$ cat src/rtl/wallace_pkg.sv
// Shared widths and product type for the 8x8 Wallace multiplier datapath.
package wallace_pkg;
  localparam int OP_W   = 8;
  localparam int PROD_W = 2*OP_W;
  localparam int SPLIT  = OP_W;
  typedef logic [PROD_W-1:0] prod_t;
endpackage

$ cat src/rtl/wallace_final_adder_rca_slice.sv
// Ripple-carry adder slice built from a chain of full_adder cells.
module full_adder (
  input  logic i_a,
  input  logic i_b,
  input  logic i_cin,
  output logic o_s,
  output logic o_cout
);
  assign o_s    = i_a ^ i_b ^ i_cin;
  assign o_cout = (i_a & i_b) | (i_a & i_cin) | (i_b & i_cin);
endmodule

module rca_slice #(
  parameter int W = 8
) (
  input  logic [W-1:0] i_a,
  input  logic [W-1:0] i_b,
  input  logic         i_cin,
  output logic [W-1:0] o_s,
  output logic         o_cout
);
  logic [W:0] w_c;

  assign w_c[0] = i_cin;

  for (genvar g = 0; g < W; g++) begin : g_fa
    full_adder u_fa (
      .i_a   (i_a[g]),
      .i_b   (i_b[g]),
      .i_cin (w_c[g]),
      .o_s   (o_s[g]),
      .o_cout(w_c[g+1])
    );
  end

  assign o_cout = w_c[W];
endmodule

$ cat src/rtl/wallace_final_adder.sv
// Two-stage pipelined carry-propagate adder (low half, then high half) closing
// the Wallace tree, with valid/ready handshakes on both sides.
module wallace_final_adder
  import wallace_pkg::*;
#(
  parameter int PROD_W = wallace_pkg::PROD_W,
  parameter int SPLIT  = wallace_pkg::SPLIT
) (
  input  logic              clk,
  input  logic              rst,
  input  logic              in_valid,
  output logic              in_ready,
  input  logic [PROD_W-1:0] in_sum,
  input  logic [PROD_W-1:0] in_carry,
  output logic              out_valid,
  input  logic              out_ready,
  output logic [PROD_W-1:0] out_product,
  output logic              err_carry_out
);
  localparam int HI_W = PROD_W - SPLIT;

  logic              r_s1_valid;
  logic [SPLIT-1:0]  r_lo;
  logic              r_cmid;
  logic [HI_W-1:0]   r_sum_hi;
  logic [HI_W-1:0]   r_carry_hi;
  logic              r_s2_valid;
  logic [PROD_W-1:0] r_prod;
  logic              r_err;

  logic [SPLIT-1:0]  w_lo;
  logic              w_cmid;
  logic [HI_W-1:0]   w_hi;
  logic              w_ctop;
  logic              w_s2_adv;
  logic              w_in_acc;

  rca_slice #(.W(SPLIT)) u_lo (
    .i_a   (in_sum[SPLIT-1:0]),
    .i_b   (in_carry[SPLIT-1:0]),
    .i_cin (1'b0),
    .o_s   (w_lo),
    .o_cout(w_cmid)
  );

  // High half adds the registered upper rows plus the carry handed over from stage 1.
  rca_slice #(.W(HI_W)) u_hi (
    .i_a   (r_sum_hi),
    .i_b   (r_carry_hi),
    .i_cin (r_cmid),
    .o_s   (w_hi),
    .o_cout(w_ctop)
  );

  assign w_s2_adv = r_s1_valid & (~r_s2_valid | out_ready);
  assign in_ready = ~r_s1_valid | w_s2_adv;
  assign w_in_acc = in_valid & in_ready;

  always_ff @(posedge clk or posedge rst) begin
    if (rst) begin
      r_s1_valid <= 1'b0;
      r_lo       <= '0;
      r_cmid     <= 1'b0;
      r_sum_hi   <= '0;
      r_carry_hi <= '0;
      r_s2_valid <= 1'b0;
      r_prod     <= '0;
      r_err      <= 1'b0;
    end else begin
      if (w_in_acc) begin
        r_lo       <= w_lo;
        r_cmid     <= w_cmid;
        r_sum_hi   <= in_sum[PROD_W-1:SPLIT];
        r_carry_hi <= in_carry[PROD_W-1:SPLIT];
      end
      if (w_s2_adv) r_prod <= {w_hi, r_lo};
      // Sticky: a legal tree output never carries past the MSB.
      if (w_s2_adv && w_ctop) r_err <= 1'b1;
      r_s1_valid <= w_in_acc | (r_s1_valid & ~w_s2_adv);
      r_s2_valid <= w_s2_adv | (r_s2_valid & ~out_ready);
    end
  end

  assign out_valid     = r_s2_valid;
  assign out_product   = r_prod;
  assign err_carry_out = r_err;
endmodule

$ cat config.mk
export PLATFORM = sky130hd
export DESIGN_NAME = wallace_final_adder
export DESIGN_NICKNAME = d
export VERILOG_FILES = /design/src/rtl/wallace_pkg.sv /design/src/rtl/wallace_final_adder_rca_slice.sv /design/src/rtl/wallace_final_adder.sv
export SDC_FILE = /design/constraint.sdc
export NUM_CORES = 1
export LEC_CHECK = 0
export BUFFER_PORTS_ARGS = -buffer_cell sky130_fd_sc_hd__buf_4
export CORE_MARGIN = 2
export CORE_UTILIZATION = 52
export DETAILED_ROUTE_END_ITERATION = 10
export PLACE_DENSITY = 0.79
export SLEW_MARGIN = 30
export SYNTH_ARGS = -nofsm -noshare
export SYNTH_HDL_FRONTEND = slang
export SYNTH_SLANG_ARGS = --single-unit
$ cat constraint.sdc
create_clock -name clk -period 5.5 [get_ports clk]
set_input_delay 0.55 -clock clk [delete_from_list [all_inputs] [get_ports clk]]
set_output_delay 0.55 -clock clk [all_outputs]
set_load 0.02 [all_outputs]
# Yosys cells after proc, flatten, opt, wreduce, memory -nomap -nowiden
# Cells that the tools add are included.
# word_totals
ff_bits	44
inputBits	36
output_inout_bits	19
elab_cells	128
# classes
bitwise	119
n_reduce_logical	1
# ops
op	n
AND 1 bit	50
bitwise OR 1 bit	34
bitwise XOR 1 bit	31
NOT 1 bit	4
logical AND 1 bit	1

# Longest topological paths before layout
# depth
depth_word	25
ltp_mapped	11
ltp_nobuf	11

# Hierarchy
# Synthesis repeated with hierarchy kept, for this count alone.
# hier_totals
cells_unflattened	113
hier_area_um2	2038.2
# modules_own_cells
mod	instances	cells_each	area_each_um2
wallace_final_adder	1	97	1717.9
full_adder	16	1	20.0

# Worst setup path after synthesis
# Ideal clock, no wire load.
# synth_path
path_kind	reg-to-reg
from	register r_cmid
to	register r_prod[15], in the netlist out_product[15]
setup_time_ns	0.125
arrival_ns	4.070
t_required_ns	5.375
setup_slack_ns	1.305
path_stages_with_launch	12
n_path_buf	0
synth_period_minus_slack_ns	4.195
path_cell_list	dfrtp_1 -> inv_1 -> fa_1 -> inv_1 -> fa_1 -> fa_1 -> fa_1 -> fa_1 -> fa_1 -> fa_1 -> fa_1 -> mux2_4
# synth_between
elab_chain_len	22
elab_cells_between_ends	29
classes_between	bitwise: 29
# synth_lines
element	line	text
start, declared	wallace_final_adder.sv:24	logic r_cmid;
start signal, assigned	wallace_final_adder.sv:72	r_cmid <= w_cmid;
AND 1 bit	wallace_final_adder_rca_slice.sv:10	assign o_cout = (i_a & i_b) | (i_a & i_cin) | (i_b & i_cin);
bitwise OR 1 bit	wallace_final_adder_rca_slice.sv:10	
bitwise OR 1 bit *	wallace_final_adder_rca_slice.sv:10	
AND 1 bit	wallace_final_adder_rca_slice.sv:10	
bitwise OR 1 bit	wallace_final_adder_rca_slice.sv:10	
bitwise OR 1 bit *	wallace_final_adder_rca_slice.sv:10	
AND 1 bit	wallace_final_adder_rca_slice.sv:10	
bitwise OR 1 bit	wallace_final_adder_rca_slice.sv:10	
[... 7 more ...]	n/a	
AND 1 bit	wallace_final_adder_rca_slice.sv:10	
bitwise OR 1 bit	wallace_final_adder_rca_slice.sv:10	
bitwise OR 1 bit *	wallace_final_adder_rca_slice.sv:10	
AND 1 bit	wallace_final_adder_rca_slice.sv:10	
bitwise OR 1 bit	wallace_final_adder_rca_slice.sv:10	
bitwise OR 1 bit *	wallace_final_adder_rca_slice.sv:10	
bitwise XOR 1 bit *	wallace_final_adder_rca_slice.sv:9	assign o_s = i_a ^ i_b ^ i_cin;
via u_hi.g_fa[7].u_fa.o_s	wallace_final_adder_rca_slice.sv:6	output logic o_s,
end signal, assigned	wallace_final_adder.sv:76	if (w_s2_adv) r_prod <= {w_hi, r_lo};
end, declared	wallace_final_adder.sv:28	logic [PROD_W-1:0] r_prod;
# The timed path passes the listed nets; every way through them passes the cells marked *.
# A chain may end at the register's enable or synchronous reset.

# Worst setup path after layout
# layout_path
from	register r_sum_hi[0]
to	register r_prod[15], in the netlist out_product[15]
# layout_between
elab_chain_len	22
elab_cells_between_ends	29
classes_between	bitwise: 29
# layout_lines
element	line	text
start, declared	wallace_final_adder.sv:25	logic [HI_W-1:0] r_sum_hi;
start signal, assigned	wallace_final_adder.sv:73	r_sum_hi <= in_sum[PROD_W-1:SPLIT];
AND 1 bit	wallace_final_adder_rca_slice.sv:10	
bitwise OR 1 bit * (2 in series)	wallace_final_adder_rca_slice.sv:10	
AND 1 bit	wallace_final_adder_rca_slice.sv:10	
bitwise OR 1 bit	wallace_final_adder_rca_slice.sv:10	
bitwise OR 1 bit *	wallace_final_adder_rca_slice.sv:10	
AND 1 bit	wallace_final_adder_rca_slice.sv:10	
bitwise OR 1 bit	wallace_final_adder_rca_slice.sv:10	
bitwise OR 1 bit *	wallace_final_adder_rca_slice.sv:10	
[... 6 more ...]	n/a	
AND 1 bit	wallace_final_adder_rca_slice.sv:10	
bitwise OR 1 bit	wallace_final_adder_rca_slice.sv:10	
bitwise OR 1 bit *	wallace_final_adder_rca_slice.sv:10	
AND 1 bit	wallace_final_adder_rca_slice.sv:10	
bitwise OR 1 bit	wallace_final_adder_rca_slice.sv:10	
bitwise OR 1 bit *	wallace_final_adder_rca_slice.sv:10	
bitwise XOR 1 bit *	wallace_final_adder_rca_slice.sv:9	
via u_hi.g_fa[7].u_fa.o_s	wallace_final_adder_rca_slice.sv:6	
# Marks and branches as above.

==> summary.md <==
| Metric | Value |
|---|---|
| IO buf count | `54` |
| Status | `finished clean` |
| Drt total wl | `3720 µm` |
| Worst-path clk slew | `0.08 ns` |
| Number of synthesized register bits | `44` |
| Die W | `68.0 µm` |
| Tmin final | `4.32 ns` |
| GP Congestion | `0.751` |
| Core area | `3970 µm²` |
| Die ar. | `4630 µm²` |
| Critical Path Source Type | `flop` |
| Slew Limit Fails | `0` |
| Vias | `1,150` |
| Relative slew slack | `0.513` |
| Logic pwr share | `0.364` |
| CTS tree | `built` |
| Hpwl dp | `2810 µm` |
| Internal power | `713 µW` |
| Seq/Total Area, Yosys | `0.517` |
| Worst Setup EP | `out_product[15]` |
| Filler Cells Inserted | `309` |
| PwrDens | `396 nW/µm²` |
| RSZ-0062 raised after global routing | `false` |
| Gr ovfl total | `0` |
| Dpl cell area | `2550 µm²` |
| Largest net degree at the start of global routing | `45` |
| Clk Tree Root Cell | `clkbuf_8` |
| Synth Instances | `121` |
| H-Tree Level Count | `2` |
| Fin cells | `230` |
| Reg-to-reg slack, setup | `1.18 ns` |
| RR Startpoint | `r_sum_hi[0]` |
| Yosys warnings | `0` |
| Critical Path Start | `r_sum_hi[0]` |
| # placed instances | `222` |
| Post-CTS Hold Fix Bufs | `0` |
| Max Root-Sink Buffers | `2` |
| Post-cts sizing count | `0` |
| DRT antenna net count | `0` |
| CTS Buf Count | `5` |
| VDD IR max | `0.000248 V` |
| Worst Hold Class | `in2async` |
| Core Rows | `23` |
| Routed WL per cell | `16.2 µm` |
| Synth cell types | `17` |
| Setup bufs post-CTS | `0` |
| Gr usage total | `0.186` |
| Crit path required time | `5.69 ns` |
| Final #Nets | `231` |
| Vias in the first global route | `1,301` |
| Crit end category | `flop` |
| CTS sink cnt | `44` |
| Fin. Hold Viols | `0` |
| Antenna diodes | `0` |
| Sequential share of power | `0.448` |
| Fraction of layout cells with a size suffix above 1 | `0.589` |
| Worst R2R End | `out_product[15]` |
| # setup viols final | `0` |
| Switching share of power | `0.317` |
| Initial Util | `0.537` |
| CP Data Arrival Time | `4.52 ns` |
| Slew @ Worst Pin | `0.730 ns` |
| Leak Pwr | `1.31 nW` |
| Setup TNS | `0 ns` |
| Synth-to-layout area growth | `23.7%` |
| Initial drt markers | `35` |
| Syn Nets | `173` |
| Sw Pwr | `331 µW` |
| Synthesized area per cell | `17.6 µm²` |
| Synth Cell Area | `2130 µm²` |
| Post-route cell area | `2640 µm²` |
| Global-route wire length before repair | `6060 µm` |
| Reg2Reg Depth | `11` |
| Worst Path Class, Setup | `reg2reg` |
| Pre-antenna DRT Iters | `4` |
| Initial antenna violation count | `0` |
| Clock power share | `0.188` |
| Period Utilization, post-route | `0.786` |
| Max-cap check violation count | `0` |
| DRC violations left | `0` |
| Clk_lat worst skew | `0.30 ns` |
| Top Ports | `55` |
| Skew final | `0.00976 ns` |
| Die Ht | `68.0 µm` |
| Fmax | `231 MHz` |
| Crit path max fanout | `2` |
| Vias per cell | `5.00` |
-- power groups by stage --
stage                     logic, mW  registers [mW]  clock network [mW]
final                         0.380           0.467               0.196
after global routing          0.414           0.479               0.215
after CTS                     0.387           0.469               0.203
after detailed placement      0.387           0.473                   0
after global placement        0.374           0.468                   0
after floorplan               0.182           0.528                   0
-- cell usage after synthesis --
cell type	n	area, µm²
dfrtp_1	44	1100
mux2_4	28	420
fa_1	15	300
mux2_2	10	113
inv_1	9	33.8
buf_12	2	40.0
mux2i_1	2	20.0
nand2b_1	2	12.5
a21oi_1	1	5.00
a31o_2	1	8.76
a31oi_1	1	6.26
buf_6	1	11.3
ha_1	1	12.5
nand2_2	1	6.26
nand2_4	1	11.3
nand3b_4	1	20.0
or2b_2	1	8.76
-- kinds of logic (layout without fill, tap and decap cells) --
family / after synthesis / count (layout) / synth area share
DFF: 44 / 44 / 0.517
muxes: 40 / 40 / 0.260
adders and majority gates: 16 / 16 / 0.147
buffers and inverters: 12 / 71 / 0.0399
and+or+nand+nor: 6 / 6 / 0.0276
AOI/OAI and AO/OA: 3 / 3 / 0.00940
-- final cells by class --
cell class | count | area [µm²] | area share
timing repair buffer | 54 | 405 | 0.154
sequential | 44 | 1100 | 0.418
clock inverter | 3 | 18.8 | 0.00712
inverter | 9 | 35.0 | 0.0133
multi-input combinational | 65 | 945 | 0.358
clock buffer | 5 | 68.8 | 0.0261
tap | 50 | 62.6 | 0.0237
-- worst min path at each step --
stage / to / cells past startpoint
after floorplan: r_sum_hi[0] / 1
after global placement: err_carry_out / 1
after detailed placement: out_product[10] / 1
after CTS: r_carry_hi[1] / 2
after global routing: r_carry_hi[1] / 2
final: r_lo[1] / 2
-- critical path, cell delays in order, from the launching register on --
cell     delay (ns)
dfrtp_1        0.39
inv_1          0.08
fa_1           0.17
inv_1          0.06
fa_1           0.45
fa_1           0.46
fa_1           0.46
fa_1           0.46
fa_1           0.47
fa_1           0.46
fa_1           0.49
mux2_4         0.27
-- through the flow --
step / worst slack, ns / power (mW) / hold WS (ns) / util
detailed placement: 1.15 / 0.860 / 0.497 / 0.641
global route: 0.995 / 1.11 / 0.409 / 0.664
CTS: 1.15 / 1.06 / 0.467 / 0.664
global placement: 1.24 / 0.842 / 0.463 / 0.641
floorplan: 1.30 / 0.710 / 0.479 / -
finish: 1.18 / 1.04 / 0.354 / 0.664
-- cells in the final DEF (no fill, tap or decap) --
| cell | instances |
|---|---|
| fa_1 | 15 |
| a31o_2 | 1 |
| nand2_4 | 1 |
| clkinv_4 | 1 |
| nand2b_1 | 2 |
| dfrtp_1 | 44 |
| mux2i_1 | 2 |
| ha_1 | 1 |
| mux2_2 | 10 |
| or2b_2 | 1 |
| a21oi_1 | 1 |
| buf_4 | 54 |
| mux2_4 | 28 |
| clkinv_2 | 3 |
| clkbuf_8 | 5 |
| a31oi_1 | 1 |
| inv_1 | 8 |
| nand3b_4 | 1 |
| nand2_2 | 1 |
-- state kept, by name, summed over array words and instances, names as in the netlist --
name and cells:
r_carry_hi 8, out_product 16, r_sum_hi 8, r_s1_valid 1, r_cmid 1, err_carry_out 1, r_lo 8, out_valid 1
-- metal layers --
layer	share of wire	GRT usage
met5	0	0
met2	0.55	0.329
met3	0.051	0.0543
met4	0.016	0.0750
met1	0.38	0.210
No activity file was read; power rests on OpenSTA's default activity.
